File: src/rtl/binary_to_bcd_seq_converter.sv
// Sequential double-dabble binary-to-BCD converter: one bit per clock, IN_WIDTH clocks per result.
// Optional two's-complement input handling is built when macro BCD_SIGNED_EN is defined.
module binary_to_bcd_seq_converter #(
  parameter int IN_WIDTH = 8,
  parameter int DIGITS   = 3
) (
  input  logic                  clk,
  input  logic                  reset,
  input  logic                  start,
  input  logic [IN_WIDTH-1:0]   bin_in,
  output logic                  busy,
  output logic                  done,
  output logic [4*DIGITS-1:0]   bcd_out,
  output logic                  overflow
`ifdef BCD_SIGNED_EN
  ,
  output logic                  sign
`endif
);

  localparam int BW = 4 * DIGITS;
  localparam int CW = $clog2(IN_WIDTH + 1);
  localparam logic [CW-1:0] LAST_CNT = CW'(IN_WIDTH - 1);

  typedef enum logic [0:0] {
    IDLE  = 1'b0,
    SHIFT = 1'b1
  } state_t;

  state_t                state_r;
  state_t                state_nxt_s;
  logic                  accept_s;
  logic                  finish_s;
  logic [IN_WIDTH-1:0]   shreg_r;
  logic [IN_WIDTH-1:0]   shreg_nxt_s;
  logic [BW-1:0]         acc_r;
  logic [BW-1:0]         acc_adj_s;
  logic [BW-1:0]         acc_nxt_s;
  logic                  shout_s;
  logic                  ovf_r;
  logic [CW-1:0]         cnt_r;
  logic [IN_WIDTH-1:0]   load_val_s;
`ifdef BCD_SIGNED_EN
  logic                  load_sign_s;
  logic                  sign_pend_r;
`endif

  // Digit correction: any digit of 5 or more gets +3 so the following shift carries decimally.
  function automatic logic [BW-1:0] add3_digits(input logic [BW-1:0] a);
    logic [BW-1:0] r;
    r = '0;
    for (int i = 0; i < DIGITS; i++) begin
      if (a[4*i +: 4] >= 4'd5) begin
        r[4*i +: 4] = a[4*i +: 4] + 4'd3;
      end else begin
        r[4*i +: 4] = a[4*i +: 4];
      end
    end
    return r;
  endfunction

  // Value loaded into the shift register on start (magnitude when signed input is enabled).
  always_comb begin
    load_val_s = bin_in;
`ifdef BCD_SIGNED_EN
    load_sign_s = bin_in[IN_WIDTH-1];
    if (bin_in[IN_WIDTH-1]) begin
      // The most negative value negates to itself, which read unsigned is its full magnitude.
      load_val_s = ~bin_in + {{(IN_WIDTH-1){1'b0}}, 1'b1};
    end else begin
      load_val_s = bin_in;
    end
`endif
  end

  // One double-dabble step: correct digits, then shift {accumulator, shift register} left.
  always_comb begin
    acc_adj_s   = add3_digits(acc_r);
    acc_nxt_s   = {acc_adj_s[BW-2:0], shreg_r[IN_WIDTH-1]};
    shreg_nxt_s = {shreg_r[IN_WIDTH-2:0], 1'b0};
    shout_s     = acc_adj_s[BW-1];
  end

  // State register.
  always_ff @(posedge clk or posedge reset) begin
    if (reset) begin
      state_r <= IDLE;
    end else begin
      state_r <= state_nxt_s;
    end
  end

  // Next-state decode plus load/finish strobes for the datapath.
  always_comb begin
    state_nxt_s = state_r;
    accept_s    = 1'b0;
    finish_s    = 1'b0;
    case (state_r)
      IDLE: begin
        if (start) begin
          accept_s    = 1'b1;
          state_nxt_s = SHIFT;
        end else begin
          state_nxt_s = IDLE;
        end
      end
      SHIFT: begin
        if (cnt_r == LAST_CNT) begin
          finish_s    = 1'b1;
          state_nxt_s = IDLE;
        end else begin
          state_nxt_s = SHIFT;
        end
      end
      default: begin
        state_nxt_s = IDLE;
      end
    endcase
  end

  // Datapath and registered outputs; results publish only on the finishing edge.
  always_ff @(posedge clk or posedge reset) begin
    if (reset) begin
      shreg_r  <= '0;
      acc_r    <= '0;
      cnt_r    <= '0;
      ovf_r    <= 1'b0;
      busy     <= 1'b0;
      done     <= 1'b0;
      bcd_out  <= '0;
      overflow <= 1'b0;
`ifdef BCD_SIGNED_EN
      sign_pend_r <= 1'b0;
      sign        <= 1'b0;
`endif
    end else begin
      done <= 1'b0;
      if (accept_s) begin
        shreg_r <= load_val_s;
        acc_r   <= '0;
        cnt_r   <= '0;
        ovf_r   <= 1'b0;
        busy    <= 1'b1;
`ifdef BCD_SIGNED_EN
        sign_pend_r <= load_sign_s;
`endif
      end else if (state_r == SHIFT) begin
        acc_r   <= acc_nxt_s;
        shreg_r <= shreg_nxt_s;
        cnt_r   <= cnt_r + CW'(1);
        ovf_r   <= ovf_r | shout_s;
        if (finish_s) begin
          bcd_out  <= acc_nxt_s;
          overflow <= ovf_r | shout_s;
          done     <= 1'b1;
          busy     <= 1'b0;
`ifdef BCD_SIGNED_EN
          sign     <= sign_pend_r;
`endif
        end
      end
    end
  end

endmodule

File: config.mk
export PLATFORM = sky130hd
export DESIGN_NAME = binary_to_bcd_seq_converter
export DESIGN_NICKNAME = d
export VERILOG_FILES = /design/src/rtl/binary_to_bcd_seq_converter.sv
export SDC_FILE = /design/constraint.sdc
export NUM_CORES = 1
export LEC_CHECK = 0
export ABC_CLOCK_PERIOD_IN_PS = 4100
export BUFFER_PORTS_ARGS = -buffer_cell sky130_fd_sc_hd__buf_2
export CORE_MARGIN = 5
export CORE_UTILIZATION = 60
export DETAILED_ROUTE_END_ITERATION = 6
export GPL_ROUTABILITY_DRIVEN = 0
export GPL_TIMING_DRIVEN = 0
export MAX_ROUTING_LAYER = met4
export PLACE_DENSITY = 0.83
export SLEW_MARGIN = 20
export SYNTH_ARGS = -nofsm -noshare
export SYNTH_HDL_FRONTEND = slang
export SYNTH_SLANG_ARGS = --single-unit
File: constraint.sdc
create_clock -name clk -period 4.1 [get_ports clk]
set_input_delay 1.025 -clock clk [delete_from_list [all_inputs] [get_ports clk]]
set_output_delay 1.025 -clock clk [all_outputs]
set_load 0.1 [all_outputs]
Word level (Yosys, flattened, before mapping)
Cells that the tools add are included.
- add/sub/neg operators: 4
- reductions and logical operators: 4
- bitwise logic cells: 3
- equal/unequal tests: 1
- magnitude comparators: 3
- muxes and demuxes: 23
- operators with widths (cell ; count):
    $mux 12 ; 2
    $mux 4 ; 5
    $mux 8 ; 2
    $mux 1 ; 13
    $add 4x2->4 const B ; 3
    $ge 4x3->1 const B ; 3
    $add 4x1->4 const B ; 1
    $eq 4x3->1 const B ; 1
    $reduce_bool 2->1 ; 2
    $reduce_and 3->1 ; 1
    $not 1->1 ; 2
    $pmux 1 s2 ; 1
    $reduce_and 2->1 ; 1
    $or 1x1->1 ; 1
- input port bits: 11
- register bits after elaboration: 41
- output and inout port bits: 15
- logic and storage cells: 47

Longest topological paths before layout
Gate-level depths: netlist of run 1.
- depth after elaboration: 6
- mapped depth: 6
- mapped depth without buffers: 6

Worst setup path before layout of run 1
OpenSTA, ideal clock, no wires.
- kind: register -> output
- from: register overflow
- to: output overflow
- arrival time: 0.898 ns
- data required time: 3.075 ns
- stages on the path, launching flop included: 1
- slack: 2.177 ns
- path through: dfrtp_1
- RTL lines (element ; RTL line ; source):
    start, declared ; 14 ; output logic overflow
    start signal, assigned ; 154 ; overflow <= ovf_r | shout_s;
No word-level cell between the ends.

Final worst setup path of run 1
- from: register overflow
- to: output overflow
No word-level cell between the ends.

==> summary.txt, run 1 <==
Placed design
  – Inst Count DP: 252
  – I/O Buffers: 25
  – Detailed placer's ending HPWL: 2970 um

Route
  – First drt pass iteration count: 4
  – DR WL/cell: 14.8 um
  – Remaining routing DRC violations: 0
  – DR vias/cell: 5.47
  – Overall routed net length: 3860 um
  – First DRT Iteration DRCs: 84
  – Vias: 1422
  – Detail Route Antenna Nets: 0

Clock network
  – Clk_lat worst skew: 340 ps
  – CTS tree: built
  – Clk buf depth: 2
  – CTS buffer count: 5
  – H-tree levels: 2
  – Hold-fix buffers, CTS: 0
  – Clk slew on worst S/H paths: 120 ps
  – Sink Count: 41
  – Post_cts resized: 0
  – Postcts setup bufs: 0
  – Clock root cell: clkbuf_4

Min path
  – Hold EP: bcd_out[11]$_DFFE_PP0P_
  – Hold Path Depth: 2
  – Hold Crit Class: reg -> reg
  – Hold Path Origin: bcd_out[11]$_DFFE_PP0P_

Status
  – Run status: finished, final reports clean

Layout
  – Layout cell share with drive strength beyond 1: 23.1%
  – Antenna diodes: 0
  – Fillers: 245
  – Nets@finish: 233
  – Layout Area Growth over Synthesis: 13.6%
  – Final std cells w/o fill: 260

Floorplanning
  – Chip Height: 66.3 um
  – # IOs: 26
  – FP Rows: 20
  – Die Area: 4390 um^2
  – Core area: 3050 um^2
  – Initial Util: 62.3%
  – Die Width: 66.3 um

Worst setup path
  – R2R depth: 6
  – Worst Path Buf+Inv: 1
  – Reg-to-Reg Start: acc_r[4]$_DFFE_PP0P_
  – Critical path arrival: 1180 ps
  – Reg-to-reg endpoint: bcd_out[6]$_DFFE_PP0P_
  – Kind of critical path: reg -> out
  – Worst path slowest cell: buf_2
  – R2R Setup Slk: 2380 ps
  – CP max stage delay: 440 ps
  – Crit path launch type: flip-flop
  – Critical-path maximum fanout: 2
  – CP top delay family: buffers and inverters
  – Crit end category: output pin
  – Worst path required time: 3070 ps
  – CP cell instances: buf_2

Global route
  – Antenna violations before repair: 0
  – GRT Util Overall: 20.6%
  – First-pass GRT wire length: 6700 um
  – Largest net degree at the start of global routing: 23
  – GR Overflow Total: 0
  – Vias in the first global route: 1488

STA
  – Setup TNS: 0 ps
  – Fin Clk Skew: 13.1 ps
  – Tightest Pin Transition: 492 ps
  – Final Cycle Share: 53.7%
  – Final Max Slew Viols: 0
  – Fin. Hold Viols: 0
  – Max Clock Freq: 0.454 GHz
  – Final setup viols: 0
  – Final critical-path required period: 2200 ps
  – RSZ-0062 raised after global routing: no
  – Slew HR: 67.4%

Logic synthesis
  – Post-synthesis xor/xnor area fraction: 1.84%
  – Synth Area in Adders: 4.61%
  – Avg Cell Area, Syn: 10.4 um^2
  – Net count after synthesis: 200
  – Multiplexer area fraction after synthesis: 8.82%
  – Distinct cells, synth: 27
  – Synth area leaders: dfrtp_1, o21ai_0, nand2_1
  – Main combinational cell family by area after synthesis: compound AO/OA/AOI/OAI gates
  – Dominant cell type by area after synthesis: dfrtp_1
  – Synth Area in Compound Gates: 14.2%
  – Ys Warns: 0
  – Cell count after synthesis: 182
  – Seq/Total Area, Yosys: 54.0%
  – Share of the synthesized area in the top cell type: 54.0%
  – Synth Cell Area: 1900 um^2
  – FF+latch count, synth: 41
  – Area share of and/or/nand/nor cells after synthesis: 12.8%

Run
  – Max Cap Violations: 0
cells in the mapped netlist:
cell type / n
dfrtp_1: 41
o21ai_0: 30
nand2_1: 29
mux2i_1: 10
inv_1: 9
nor2_1: 8
a21oi_1: 7
ha_1: 7
buf_2: 6
a22o_1: 4
nand3_1: 4
nor3b_1: 4
mux2_4: 3
nand2b_1: 3
xnor2_1: 3
a21oi_2: 2
mux2_2: 2
a21o_1: 1
a21o_2: 1
a2bb2oi_1: 1
and2_1: 1
clkbuf_1: 1
inv_2: 1
nand4b_4: 1
nor3_1: 1
o31ai_1: 1
xor2_1: 1
worst max-delay path by stage:
stage	start	endpoint	depth (start not counted)
final	overflow$_DFFE_PP0P_	overflow	1
after global routing	bcd_out[0]$_DFFE_PP0P_	bcd_out[0]	1
after CTS	overflow$_DFFE_PP0P_	overflow	1
after detailed placement	start	cnt_r[2]$_DFFE_PP0P_	5
after global placement	reset	acc_r[10]$_DFFE_PP0P_	2
after floorplan	reset	acc_r[0]$_DFFE_PP0P_	1
area by class of cell:
class	count	area, um^2	area share [%]
repair buffers	26	153	7.07
flip-flops and latches	41	1030	47.5
well taps	44	55.1	2.55
clock buffers	6	41.3	1.91
plain buffers	7	33.8	1.56
multi-input cells	124	803	37.2
inverters	10	37.5	1.74
clock inverters	2	10.0	0.463
cells by family (layout without fill, tap and decap cells):
group	after synthesis	count (layout)
buffers and inverters	17	51
AND/OR/NAND/NOR	51	51
XOR/XNOR	4	4
multiplexers	15	15
adder cells (fa/ha/maj)	7	7
AO/OA/AOI/OAI	47	47
flip-flops	41	41
routing by layer:
layer	routed length [um]	part of all wire [%]	vias up	track usage [%]
met4	53	1.4	0	6.85
met1	1660	43	696	23.4
met2	1960	51	33	36.1
met5	0	0	-	-
li1	-	-	686	-
met3	175	4.5	7	4.42
registers in the layout, indices dropped and copies added (netlist names):
register	cells
ovf_r	1
acc_r	12
cnt_r	4
state_r	1
shreg_r	8
done	1
bcd_out	12
busy	1
overflow	1
cells in the final DEF (no fill, tap or decap):
cell type	synthesis	final
dfrtp_1	41	41
buf_2	6	31
o21ai_0	30	30
nand2_1	29	29
mux2i_1	10	10
inv_1	9	8
nor2_1	8	8
a21oi_1	7	7
ha_1	7	7
clkbuf_4	0	5
nor3b_1	4	4
nand3_1	4	4
a22o_1	4	4
nand2b_1	3	3
xnor2_1	3	3
mux2_4	3	3
mux2_2	2	2
a21oi_2	2	2
clkbuf_1	1	2
inv_2	1	2
clkinv_2	0	2
nand4b_4	1	1
xor2_1	1	1
a21o_1	1	1
and2_1	1	1
a2bb2oi_1	1	1
o31ai_1	1	1
nor3_1	1	1
a21o_2	1	1
buf_16	0	1
metrics by stage:
step | hold slack, ps | instance area, um^2 | util [%] | setup slack, ps
floorplan | 452 | 1900 | - | 2130
global placement | 458 | 2080 | 68.2 | 1680
detailed placement | 466 | 2110 | 69.1 | 2170
CTS | 491 | 2160 | 70.7 | 1910
global route | 523 | 2160 | 70.7 | 1860
finish | 483 | 2160 | 70.7 | 1900
Power of run 1 is not shown: default switching activity piles up to over one toggle a cycle in this logic, so the estimate is an artifact.
==> run 2: changes to the inputs <==
ABC_CLOCK_PERIOD_IN_PS = 2200   (was 4100)
CORE_UTILIZATION = 56   (was 60)
PLACE_DENSITY = 0.78   (was 0.83)
clock period = 2.2 ns   (was 4.1 ns; I/O delays follow)
==> run 2 against run 1 <==
Compared with the run above: wire length fell by 3.6%; die area up 6.0%; worst setup slack worse by 1400 ps; design area increased by 1.1%; critical path depth unchanged; worst hold slack got worse by 290 ps; clock skew is 7.1 ps lower; register-to-register slack worse by 1900 ps; sequential share of layout area fell by 0.52 points.
==> summary.txt, run 2 (same netlist as run 1, synthesis figures left out) <==
STA
  – Fin Clk Skew: 6.03 ps (-7.07 ps)
  – Max Clock Freq: 0.582 GHz
  – Final critical-path required period: 1720 ps
  – Final Cycle Share: 78.2%
  – Final Max Slew Viols: 0 (unchanged)
  – Tightest Pin Transition: 491 ps (-1.15 ps)
  – Setup TNS: 0 ps (unchanged)
  – Slew HR: 67.5% (+0.076 points)
  – RSZ-0062 raised after global routing: no
  – Final worst slack: 480 ps (-1420 ps)
  – Final setup viols: 0 (unchanged)
  – Fin. Hold Viols: 0 (unchanged)

Clock network
  – Hold-fix buffers, CTS: 0 (unchanged)
  – Post_cts resized: 0 (unchanged)
  – Postcts setup bufs: 0 (unchanged)
  – Sink Count: 41 (unchanged)
  – H-tree levels: 2 (unchanged)
  – Clk buf depth: 2 (unchanged)
  – Clock root cell: clkbuf_4
  – Clk slew on worst S/H paths: 120 ps (about the same)
  – Clk_lat worst skew: 360 ps (+20 ps)
  – CTS buffer count: 5 (unchanged)
  – CTS tree: built

Placed design
  – Pre-CTS WS: 511 ps (-1660 ps)
  – Detailed placer's ending HPWL: 2800 um (-5.9%)
  – I/O Buffers: 25 (unchanged)

Floorplanning
  – Initial Util: 57.4% (-4.8 points)
  – Die Width: 68.3 um (+3.0%)
  – FP Rows: 21 (+5.0%)
  – Die Area: 4660 um^2 (+6.0%)
  – Core area: 3310 um^2 (+8.4%)
  – Chip Height: 68.3 um (+3.0%)
  – # IOs: 26 (unchanged)

Layout
  – Commonest non-fill, non-tap cell in the layout: dfrtp_1
  – Most frequent cells in the layout: dfrtp_1, buf_2, o21ai_0
  – Antenna diodes: 0 (unchanged)
  – Layout Area Growth over Synthesis: 14.9%
  – FF+latch area: 1030 um^2 (unchanged)
  – Layout cell share with drive strength beyond 1: 23.3% (+0.11 points)
  – Regs by FF count: acc_r: 12 flops, bcd_out: 12 flops, shreg_r: 8 flops
  – Nets@finish: 233 (unchanged)
  – Fillers: 288 (+18%)
  – Multi-input gate area: 803 um^2 (unchanged)

Global route
  – GRT Util Overall: 19.6% (-1.0 points)
  – Vias in the first global route: 1490 (+0.13%)
  – First-pass GRT wire length: 6490 um (-3.2%)
  – GR Overflow Total: 0 (unchanged)
  – Largest net degree at the start of global routing: 22 (-4.3%)
  – Antenna violations before repair: 0 (unchanged)

Status
  – Run status: finished, final reports clean

Worst setup path
  – Critical-path maximum fanout: 2 (unchanged)
  – Crit path launch type: flip-flop
  – Worst path slowest cell: buf_2
  – Critical path arrival: 1170 ps (about the same)
  – CP cell instances: buf_2
  – CP top delay family: buffers and inverters
  – Worst Path Buf+Inv: 1 (unchanged)
  – Crit end category: output pin
  – CP max stage delay: 430 ps (about the same)
  – Kind of critical path: reg -> out
  – Worst path required time: 1650 ps (-1420 ps)

Run
  – Max Cap Violations: 0 (unchanged)

Route
  – Remaining routing DRC violations: 0 (unchanged)
  – Overall routed net length: 3720 um (-3.6%)
  – Vias: 1416 (-0.42%)
  – DR vias/cell: 5.43 (-0.80%)
  – Detail Route Antenna Nets: 0 (unchanged)
  – DR WL/cell: 14.2 um (-4.0%)
  – First drt pass iteration count: 4 (unchanged)
  – First DRT Iteration DRCs: 105 (+25%)

Min path
  – Hold Crit Class: in -> async
## run 2: cell types whose count changed in the layout (fill, tap and decap cells not counted), sizes merged
| cell | change |
|---|---|
| clkbuf | -1 |
| clkinv | -1 |
| bufinv | +1 |
## run 2: final cells by class
class	count	area share, %
well taps	46	2.64
clock inverters	2	1.60
plain buffers	7	1.55
repair buffers	26	6.99
inverters	10	1.72
multi-input cells	124	36.8
flip-flops and latches	41	47.0
clock buffers	5	1.72
## run 2: final timing paths
| kind | startpoint | to | slack, ps | depth (start not counted) |
|---|---|---|---|---|
| min in group clk | bin_in[0] | shreg_r[0]$_DFFE_PP0P_ | 440 | 3 |
| hold / removal | reset | bcd_out[3]$_DFFE_PP0P_ | 190 | 2 |
| hold reg to reg | bcd_out[9]$_DFFE_PP0P_ | bcd_out[9]$_DFFE_PP0P_ | 500 | 2 |
| setup / recovery | bcd_out[1]$_DFFE_PP0P_ | bcd_out[1] | 480 | 1 |
| setup reg to reg | acc_r[4]$_DFFE_PP0P_ | bcd_out[6]$_DFFE_PP0P_ | 510 | 6 |
| max in group asynchronous | reset | acc_r[9]$_DFFE_PP0P_ | 1550 | 3 |
## run 2: metrics by stage
step | hold WS [ps] | std cells | cell area, um^2 | utilization, %
floorplan | 452 | 182 | 1900 | -
global placement | 459 | 253 | 2080 | 62.9
detailed placement | 475 | 254 | 2110 | 63.8
CTS | 198 | 261 | 2180 | 65.9
global route | 214 | 261 | 2180 | 65.9
finish | 193 | 261 | 2180 | 65.9
## run 2: metal layers
| layer | vias to the layer above | global-route usage (%) | share of wire (%) |
|---|---|---|---|
| met2 | 31 | 32.9 | 50 |
| met5 | - | - | 0 |
| met3 | 8 | 3.94 | 4.8 |
| met1 | 692 | 22.0 | 43 |
| met4 | 0 | 10.4 | 2.4 |
| li1 | 685 | - | - |
Power of run 2 is left out for the same reason.
==> run 3: changes to the inputs <==
ABC_CLOCK_PERIOD_IN_PS = 1400   (was 2200)
CORE_UTILIZATION = 51   (was 56)
PLACE_DENSITY = 0.75   (was 0.78)
clock period = 1.4 ns   (was 2.2 ns; I/O delays follow)
==> run 3 against run 2 <==
Compared with the run above: the run now ends with negative setup slack left; flip-flop and latch count unchanged; clock skew is 1.4 ps higher; count of clock-buffer cells in the layout up 2; register-to-register slack worse by 610 ps; highest routed layer unchanged; global-route usage decreased by 1.1 points; design area grew 16%; sequential share of layout area down 6.4 points; non-clock buffer count is 16 higher; first-iteration DRC count down 16%; final cell count up 6.9%.
==> summary.txt, run 3 (same netlist as run 1, synthesis figures left out) <==
STA
  – Max Clock Freq: 0.667 GHz
  – Fin Clk Skew: 7.44 ps (+1.42 ps)
  – Final Max Slew Viols: 0 (unchanged)
  – RSZ-0062 raised after global routing: yes
  – Final worst slack: -100 ps (-580 ps)
  – Slew HR: 68.6% (+1.1 points)
  – Tightest Pin Transition: 471 ps (-20.6 ps)
  – Fin. Hold Viols: 0 (unchanged)
  – Final setup viols: 10 (+10)
  – Final Cycle Share: 107%
  – Final critical-path required period: 1500 ps

Clock network
  – CTS buffer count: 5 (unchanged)
  – CTS tree: built
  – Hold-fix buffers, CTS: 0 (unchanged)
  – Clk slew on worst S/H paths: 80 ps (-40 ps)
  – Sink Count: 41 (unchanged)
  – H-tree levels: 2 (unchanged)
  – Clk buf depth: 2 (unchanged)
  – Clk_lat worst skew: 300 ps (-60 ps)
  – Clock root cell: clkbuf_8

Worst setup path
  – R2R Setup Slk: -100 ps (-610 ps)
  – Critical-path maximum fanout: 3 (+1)
  – Crit end category: flip-flop
  – Kind of critical path: reg -> reg
  – Crit path launch type: flip-flop
  – Worst path required time: 1630 ps (-20 ps)
  – Critical path arrival: 1730 ps (+560 ps)

Floorplanning
  – Core area: 3630 um^2 (+9.8%)
  – FP Rows: 22 (+4.8%)
  – Chip Height: 71.0 um (+4.1%)
  – Initial Util: 52.3% (-5.1 points)
  – Die Area: 5050 um^2 (+8.3%)
  – Die Width: 71.0 um (+4.1%)
  – # IOs: 26 (unchanged)

Global route
  – Antenna violations before repair: 0 (unchanged)
  – Largest net degree at the start of global routing: 23 (+4.5%)
  – First-pass GRT wire length: 7080 um (+9.1%)
  – GRT Util Overall: 18.5% (-1.1 points)
  – Vias in the first global route: 1474 (-1.1%)
  – GR Overflow Total: 0 (unchanged)

Route
  – DR WL/cell: 15.2 um (+7.0%)
  – Overall routed net length: 4250 um (+14%)
  – First drt pass iteration count: 4 (unchanged)
  – DR vias/cell: 5.27 (-2.9%)
  – Vias: 1470 (+3.8%)
  – First DRT Iteration DRCs: 88 (-16%)
  – Remaining routing DRC violations: 0 (unchanged)
  – Detail Route Antenna Nets: 0 (unchanged)

Layout
  – Regs by FF count: acc_r: 12 flops, bcd_out: 12 flops, shreg_r: 8 flops
  – Nets@finish: 249 (+6.9%)
  – Util after Layout: 69.6% (+3.6 points)
  – Commonest non-fill, non-tap cell in the layout: dfrtp_1
  – Layout cell share with drive strength beyond 1: 38.5% (+15 points)
  – Layout Area Growth over Synthesis: 33.0%
  – Most frequent cells in the layout: dfrtp_1, nand2_1, buf_4
  – Antenna diodes: 0 (unchanged)

Placed design
  – Detailed placer's ending HPWL: 2610 um (-6.8%)
  – I/O Buffers: 25 (unchanged)

Status
  – Failing checks: negative setup slack
  – Run status: finished, violations left

Run
  – Max Cap Violations: 0 (unchanged)

Min path
  – Hold Crit Class: in -> async
==> run 3: cell types whose count changed in the layout (fill, tap and decap cells not counted), moves of 7 or more <==
cell,delta
buf_2,-15
buf_4,+29
o21ai_0,-10
o21ai_1,+9
ha_1,-7
==> run 3: what timing repair did <==
action | CTS | global route
gates resized for setup | 45 | 14
setup buffers | 13 | 3
pin swaps | 6 | 4
gates cloned | 0 | 0
endpoints found under the setup margin | 23 | 19
==> run 3: metal layers <==
metal  track usage [%]  part of all wire [%]  vias to the layer above
li1                  -                     -                      718
met1              22.4                    44                      717
met2              29.8                    50                       29
met3              5.40                   5.0                        6
met4              6.26                   1.4                        0
met5                 -                     0                        -
==> run 3: worst paths after layout <==
kind                       depth (start not counted)                      end                    from
setup / recovery                                   6  bcd_out[10]$_DFFE_PP0P_    acc_r[9]$_DFFE_PP0P_
hold / removal                                     2   bcd_out[6]$_DFFE_PP0P_                   reset
setup reg to reg                                   6  bcd_out[10]$_DFFE_PP0P_    acc_r[9]$_DFFE_PP0P_
hold reg to reg                                    2   bcd_out[7]$_DFFE_PP0P_  bcd_out[7]$_DFFE_PP0P_
max in group asynchronous                          3        ovf_r$_DFFE_PP0P_                   reset
min in group clk                                   3   shreg_r[0]$_DFFE_PP0P_               bin_in[0]
==> run 3: worst max-delay path, cell delays in order, from the launching register on <==
cell and delay, ps:
dfrtp_1 420, inv_2 100, ha_4 160, nand2b_4 150
a21oi_4 160, mux2i_2 270, mux2_4 180
==> run 3: per-stage QoR <==
step / hold WS (ps) / setup slack (ps) / cells / TNS [ps] / area, um^2
5_1_grt: 87.4 / -110 / 279 / -879 / 2530
3_5_place_dp: 391 / -173 / 256 / -1040 / 2120
3_3_place_gp: 458 / -433 / 255 / -18290 / 2100
2_1_floorplan: 452 / -10.2 / 182 / -20.4 / 1910
6_report: 60.2 / -100 / 279 / -430 / 2530
4_1_cts: 71.3 / -37.2 / 276 / -83.7 / 2470
==> run 3: final cells by class <==
type                            count  area, um^2
Tap cell                           48        60.1
Multi-Input combinational cell    124         965
Fill cell                         295        1100
Clock buffer                        7        86.3
Buffer                              7        33.8
Timing Repair Buffer               42         314
Inverter                           10        42.5
Sequential cell                    41        1030
Power of run 3 is left out for the same reason.
